<file path="config.mk">
export PLATFORM = sky130hd
export DESIGN_NAME = spi_slave_cpol0_cpha0
export DESIGN_NICKNAME = d
export VERILOG_FILES = /design/src/rtl/spi_pkg.sv /design/src/rtl/spi_input_sync.sv /design/src/rtl/spi_slave_cpol0_cpha0.sv
export SDC_FILE = /design/constraint.sdc
export NUM_CORES = 1
export LEC_CHECK = 0
export CAP_MARGIN = 15
export CORE_ASPECT_RATIO = 1.25
export CORE_UTILIZATION = 45
export CTS_CLUSTER_DIAMETER = 120
export CTS_CLUSTER_SIZE = 10
export DETAILED_ROUTE_END_ITERATION = 10
export PLACE_DENSITY = 0.68
export SYNTH_ARGS = -nofsm -noshare
export SYNTH_HDL_FRONTEND = slang
export SYNTH_HIERARCHICAL = 1
export SYNTH_SLANG_ARGS = --single-unit
</file>
<file path="constraint.sdc">
create_clock -name clk -period 3.48 [get_ports clk]
set_input_delay 0.522 -clock clk [delete_from_list [all_inputs] [get_ports clk]]
set_output_delay 0.522 -clock clk [all_outputs]
set_load 0.005 [all_outputs]
</file>
<file path="src/rtl/spi_pkg.sv">
// Shared definitions for the SPI slave: byte width and the slave FSM state encoding.
package spi_pkg;
  localparam int SPI_BYTE_W = 8;
  localparam int SPI_CNT_W  = $clog2(SPI_BYTE_W);

  typedef enum logic {
    IDLE   = 1'b0,
    ACTIVE = 1'b1
  } spi_slv_state_t;
endpackage

</file>
<file path="src/rtl/spi_input_sync.sv">
// Synchronizer chain for one asynchronous pin plus rise/fall detection on the synchronized level.
module spi_input_sync
  import spi_pkg::*;
#(
  parameter int   SYNC_STAGES = 2,
  parameter logic RST_VAL     = 1'b0
) (
  input  logic clk,
  input  logic rst,
  input  logic pin,
  output logic level,
  output logic rise,
  output logic fall
);

  logic [SYNC_STAGES-1:0] chain;
  logic                   dly;

  always_ff @(posedge clk) begin
    if (rst) begin
      chain <= {SYNC_STAGES{RST_VAL}};
      dly   <= RST_VAL;
    end else begin
      chain <= {chain[SYNC_STAGES-2:0], pin};
      dly   <= chain[SYNC_STAGES-1];
    end
  end

  assign level = chain[SYNC_STAGES-1];
  assign rise  = level & ~dly;
  assign fall  = ~level & dly;

endmodule

</file>
<file path="src/rtl/spi_slave_cpol0_cpha0.sv">
// SPI mode-0 slave, MSB first: oversampled pins, byte receive strobe, single-entry transmit buffer.
module spi_slave_cpol0_cpha0
  import spi_pkg::*;
#(
  parameter int SYNC_STAGES = 2
) (
  input  logic                  clk,
  input  logic                  rst,
  input  logic                  ss_n,
  input  logic                  sclk,
  input  logic                  mosi,
  output logic                  miso,
  output logic                  miso_oe,
  input  logic [SPI_BYTE_W-1:0] tx_data,
  input  logic                  tx_valid,
  output logic                  tx_ready,
  output logic [SPI_BYTE_W-1:0] rx_data,
  output logic                  rx_valid,
  output logic                  rx_abort,
  output logic                  tx_underrun,
  output logic                  busy
);

  localparam logic [SPI_CNT_W-1:0] BIT_LAST = SPI_CNT_W'(SPI_BYTE_W - 1);

  logic sel_lvl, sel_rise, sel_fall;
  logic sclk_lvl, sclk_rise, sclk_fall;
  logic mosi_s, mosi_rise, mosi_fall;
  logic sync_unused;

  // ss_n idles high, so its chain resets high to avoid a false select after reset.
  spi_input_sync #(.SYNC_STAGES(SYNC_STAGES), .RST_VAL(1'b1)) u_sync_sel (
    .clk(clk), .rst(rst), .pin(ss_n), .level(sel_lvl), .rise(sel_rise), .fall(sel_fall)
  );
  spi_input_sync #(.SYNC_STAGES(SYNC_STAGES), .RST_VAL(1'b0)) u_sync_sclk (
    .clk(clk), .rst(rst), .pin(sclk), .level(sclk_lvl), .rise(sclk_rise), .fall(sclk_fall)
  );
  spi_input_sync #(.SYNC_STAGES(SYNC_STAGES), .RST_VAL(1'b0)) u_sync_mosi (
    .clk(clk), .rst(rst), .pin(mosi), .level(mosi_s), .rise(mosi_rise), .fall(mosi_fall)
  );

  assign sync_unused = &{sel_lvl, sclk_lvl, mosi_rise, mosi_fall};

  spi_slv_state_t        state, state_n;
  logic [SPI_CNT_W-1:0]  bit_cnt, bit_cnt_n;
  logic [SPI_BYTE_W-1:0] rx_shift, rx_shift_n;
  logic [SPI_BYTE_W-1:0] tx_shift, tx_shift_n;
  logic [SPI_BYTE_W-1:0] buf_data, buf_data_n;
  logic                  buf_full, buf_full_n;
  logic [SPI_BYTE_W-1:0] rx_data_n;
  logic                  rx_valid_n, rx_abort_n, underrun_n, load;

  always_comb begin
    state_n    = state;
    bit_cnt_n  = bit_cnt;
    rx_shift_n = rx_shift;
    tx_shift_n = tx_shift;
    buf_data_n = buf_data;
    buf_full_n = buf_full;
    rx_data_n  = rx_data;
    rx_valid_n = 1'b0;
    rx_abort_n = 1'b0;
    underrun_n = 1'b0;
    load       = 1'b0;

    if (tx_valid && !buf_full) begin
      buf_data_n = tx_data;
      buf_full_n = 1'b1;
    end

    case (state)
      IDLE: begin
        if (sel_fall) begin
          state_n   = ACTIVE;
          bit_cnt_n = '0;
          load      = 1'b1;
        end
      end
      ACTIVE: begin
        // Deselect takes priority over a coincident sclk edge.
        if (sel_rise) begin
          state_n = IDLE;
          if (bit_cnt != '0) begin
            rx_abort_n = 1'b1;
            bit_cnt_n  = '0;
            rx_shift_n = '0;
          end
        end else if (sclk_rise) begin
          rx_shift_n = {rx_shift[SPI_BYTE_W-2:0], mosi_s};
          bit_cnt_n  = bit_cnt + 1'b1;
          if (bit_cnt == BIT_LAST) begin
            rx_data_n  = {rx_shift[SPI_BYTE_W-2:0], mosi_s};
            rx_valid_n = 1'b1;
          end
        end else if (sclk_fall) begin
          if (bit_cnt != '0) tx_shift_n = {tx_shift[SPI_BYTE_W-2:0], 1'b0};
          else               load       = 1'b1;
        end
      end
      default: state_n = IDLE;
    endcase

    // A consume only happens with the buffer full, so it never collides with a write.
    if (load) begin
      if (buf_full) begin
        tx_shift_n = buf_data;
        buf_full_n = 1'b0;
      end else begin
        tx_shift_n = '0;
        underrun_n = 1'b1;
      end
    end
  end

  always_ff @(posedge clk) begin
    if (rst) begin
      state       <= IDLE;
      bit_cnt     <= '0;
      rx_shift    <= '0;
      tx_shift    <= '0;
      buf_data    <= '0;
      buf_full    <= 1'b0;
      rx_data     <= '0;
      rx_valid    <= 1'b0;
      rx_abort    <= 1'b0;
      tx_underrun <= 1'b0;
      miso        <= 1'b0;
    end else begin
      state       <= state_n;
      bit_cnt     <= bit_cnt_n;
      rx_shift    <= rx_shift_n;
      tx_shift    <= tx_shift_n;
      buf_data    <= buf_data_n;
      buf_full    <= buf_full_n;
      rx_data     <= rx_data_n;
      rx_valid    <= rx_valid_n;
      rx_abort    <= rx_abort_n;
      tx_underrun <= underrun_n;
      miso        <= (state_n == ACTIVE) & tx_shift_n[SPI_BYTE_W-1];
    end
  end

  assign miso_oe  = (state == ACTIVE);
  assign busy     = (state == ACTIVE);
  assign tx_ready = ~buf_full;

endmodule

</file>
==> impl_results.md <==
* Worst path buffer plus inverter count at 1
* Final WS setup at ~1.3 ns
* Fin crit period at 2.175 ns
* Mapped Area at 1924 um^2
* RSZ-0062 raised after global routing: no
* Starting density of the core at 0.4695
* Min-delay worst type: register to register
* Avg Cell Area, Syn at 8.477 um^2
* Setup violations, final at 0
* Hpwl dp at between 2 and 2.5 mm
* Layout Nets at around 270
* # rows at 26
* Critical path peak fanout at 19
* Inserted Clock Buffers at 5
* Startpoint Class: register
* Routed Antenna Nets at 0
* Worst Setup Path Type: register to output port
* Post-synth net total at 244
* N_diodes at 0
* Final setup TNS at 0 ns
* Worst R2R End: bit_cnt[1]
* Fraction of final layout cells sized beyond drive strength 1 at 0.05179
* Hold EP: u_sync_sel/chain[1]
* CP Cell Sequence: clkdlybuf4s50_1
* WL final at approximately 3.6 mm
* Crit-path max cell delay at 0.73 ns
* Die Wd at 60.49 um
* Initial DRC Count at 104
* First-pass GRT wire length at ~5.9 mm
* MaxCap Viol Count at 0
* Cells after Synth at 227
* CTS root buf: clkbuf_8
* DRC Markers at 0
* Clk sinks at 48
* Synthesis-to-layout area growth at 20.42%
* Placed cell area at 2225 um^2
* Yosys warns at 6
* Worst-margin pin slew at 0.8694 ns
* Die ar. at between 4000 and 5000 um^2
* FF-to-FF Start: bit_cnt[0]
* Most frequent cells in the layout: nand2_1 (56), dfxtp_1 (48), a21oi_1 (29)
* Design area at 2317 um^2
* PortBufs at 28
* WP data required at approximately 3.0 ns
* Io pins at 29
* Min-delay src: u_sync_sel/chain[0]
* Core Footprint at 4099 um^2
* CP top delay family: flip-flops
* Fin util at 0.5653
* Hold depth at 1
* Antenna violations before repair at 0
* Die H at 75.11 um
* Highest clock rate at 459.7 MHz
* Pin count of the biggest net entering global routing at 31
* Deepest level of the CTS H-tree at 2
* CTS tree: done
* Commonest non-fill, non-tap cell in the layout: nand2_1
* Routed via count at 1558
* R2R cell count at 6
* First drt pass iteration count at 4
* Relative slew slack at 0.4192
* R2r setup slk at 1.48 ns
* Vias in the first global route at between 1k and 1.5k
* Final period util at 0.6251
* Clk_lat worst skew at 0.29 ns
* DR WL/cell at 11.85 um
* Post-CTS setup buffer count at 0
* Final Hold Fails at 0
* Worst IR Drop VDD at approximately 300 uV
* Power density of the placed cells at approximately 420 nW/um^2
* Place WS at roughly 1.4 ns
* GRT Residual Overflow at 0
* Clock Skew at 0.004637 ns
* Clock-pin slew on the worst setup and hold paths at 0.09 ns
* Via density at slightly above 5
* Total GRT Usage at 0.1723
* Cts repair resizes at 0
* Max clock buf depth at 2
* Worst hold slack at 0.4117 ns
* Routability Congestion at 0.7648
* Status: complete, no violations
* Hold_buf cts at 0
* Critical path endpoint category: output port
* Leakage at about 0.85 nW
* Critical-path top delay cell: dfxtp_1
* Max-slew violation count at 0
* CP arrival at 1.65 ns
-- power by group --
group	leakage, nW	total (mW)	switching (mW)	internal, mW
Sequential	0.390	0.574	0.0122	0.561
Combinational	0.409	0.0657	0.0333	0.0323
Clock	0.0510	0.332	0.173	0.159
Total	0.850	0.971	0.219	0.753
-- state kept, by name, indices dropped and copies added (netlist names), 2 cells and up --
register and flops:
buf_data 8, rx_data 8, tx_shift 8, rx_shift 7, bit_cnt 3, u_sync_mosi/chain 2, u_sync_sclk/chain 2, u_sync_sel/chain 2
-- per-stage QoR --
step,std cells,power (mW)
finish,307,0.9713
global route,307,1.015
CTS,307,0.9823
detailed placement,299,0.6531
global placement,299,0.6524
floorplan,227,0.6216
-- per-layer routing --
| layer | track usage | up-vias | part of all wire |
|---|---|---|---|
| met3 | 0.03608 | 4 | 0.038 |
| met2 | 0.2894 | 31 | 0.49 |
| met4 | 0.04545 | 0 | 0.0085 |
| met1 | 0.2236 | 715 | 0.47 |
| met5 | 0 | - | 0 |
| li1 | - | 808 | - |
-- layout make-up --
type                    count  area, um^2
repair buffers             30       295.3
well taps                  56       70.07
clock inverters             2       10.01
flip-flops and latches     48       960.9
clock buffers               6       82.58
inverters                   8       30.03
fillers                   417        1782
multi-input cells         157       868.3
-- worst max-delay path by stage --
stage,from,endpoint,cells past startpoint,slack (ns)
floorplan,bit_cnt[0],bit_cnt[0],8,1.98
global placement,rst,tx_shift[5],4,1.42
detailed placement,rst,u_sync_sclk/chain[0],3,1.44
CTS,busy,miso_oe,1,1.27
global route,busy,busy,1,1.21
finish,busy,miso_oe,1,1.30
Power figures use the tool's default switching activity.
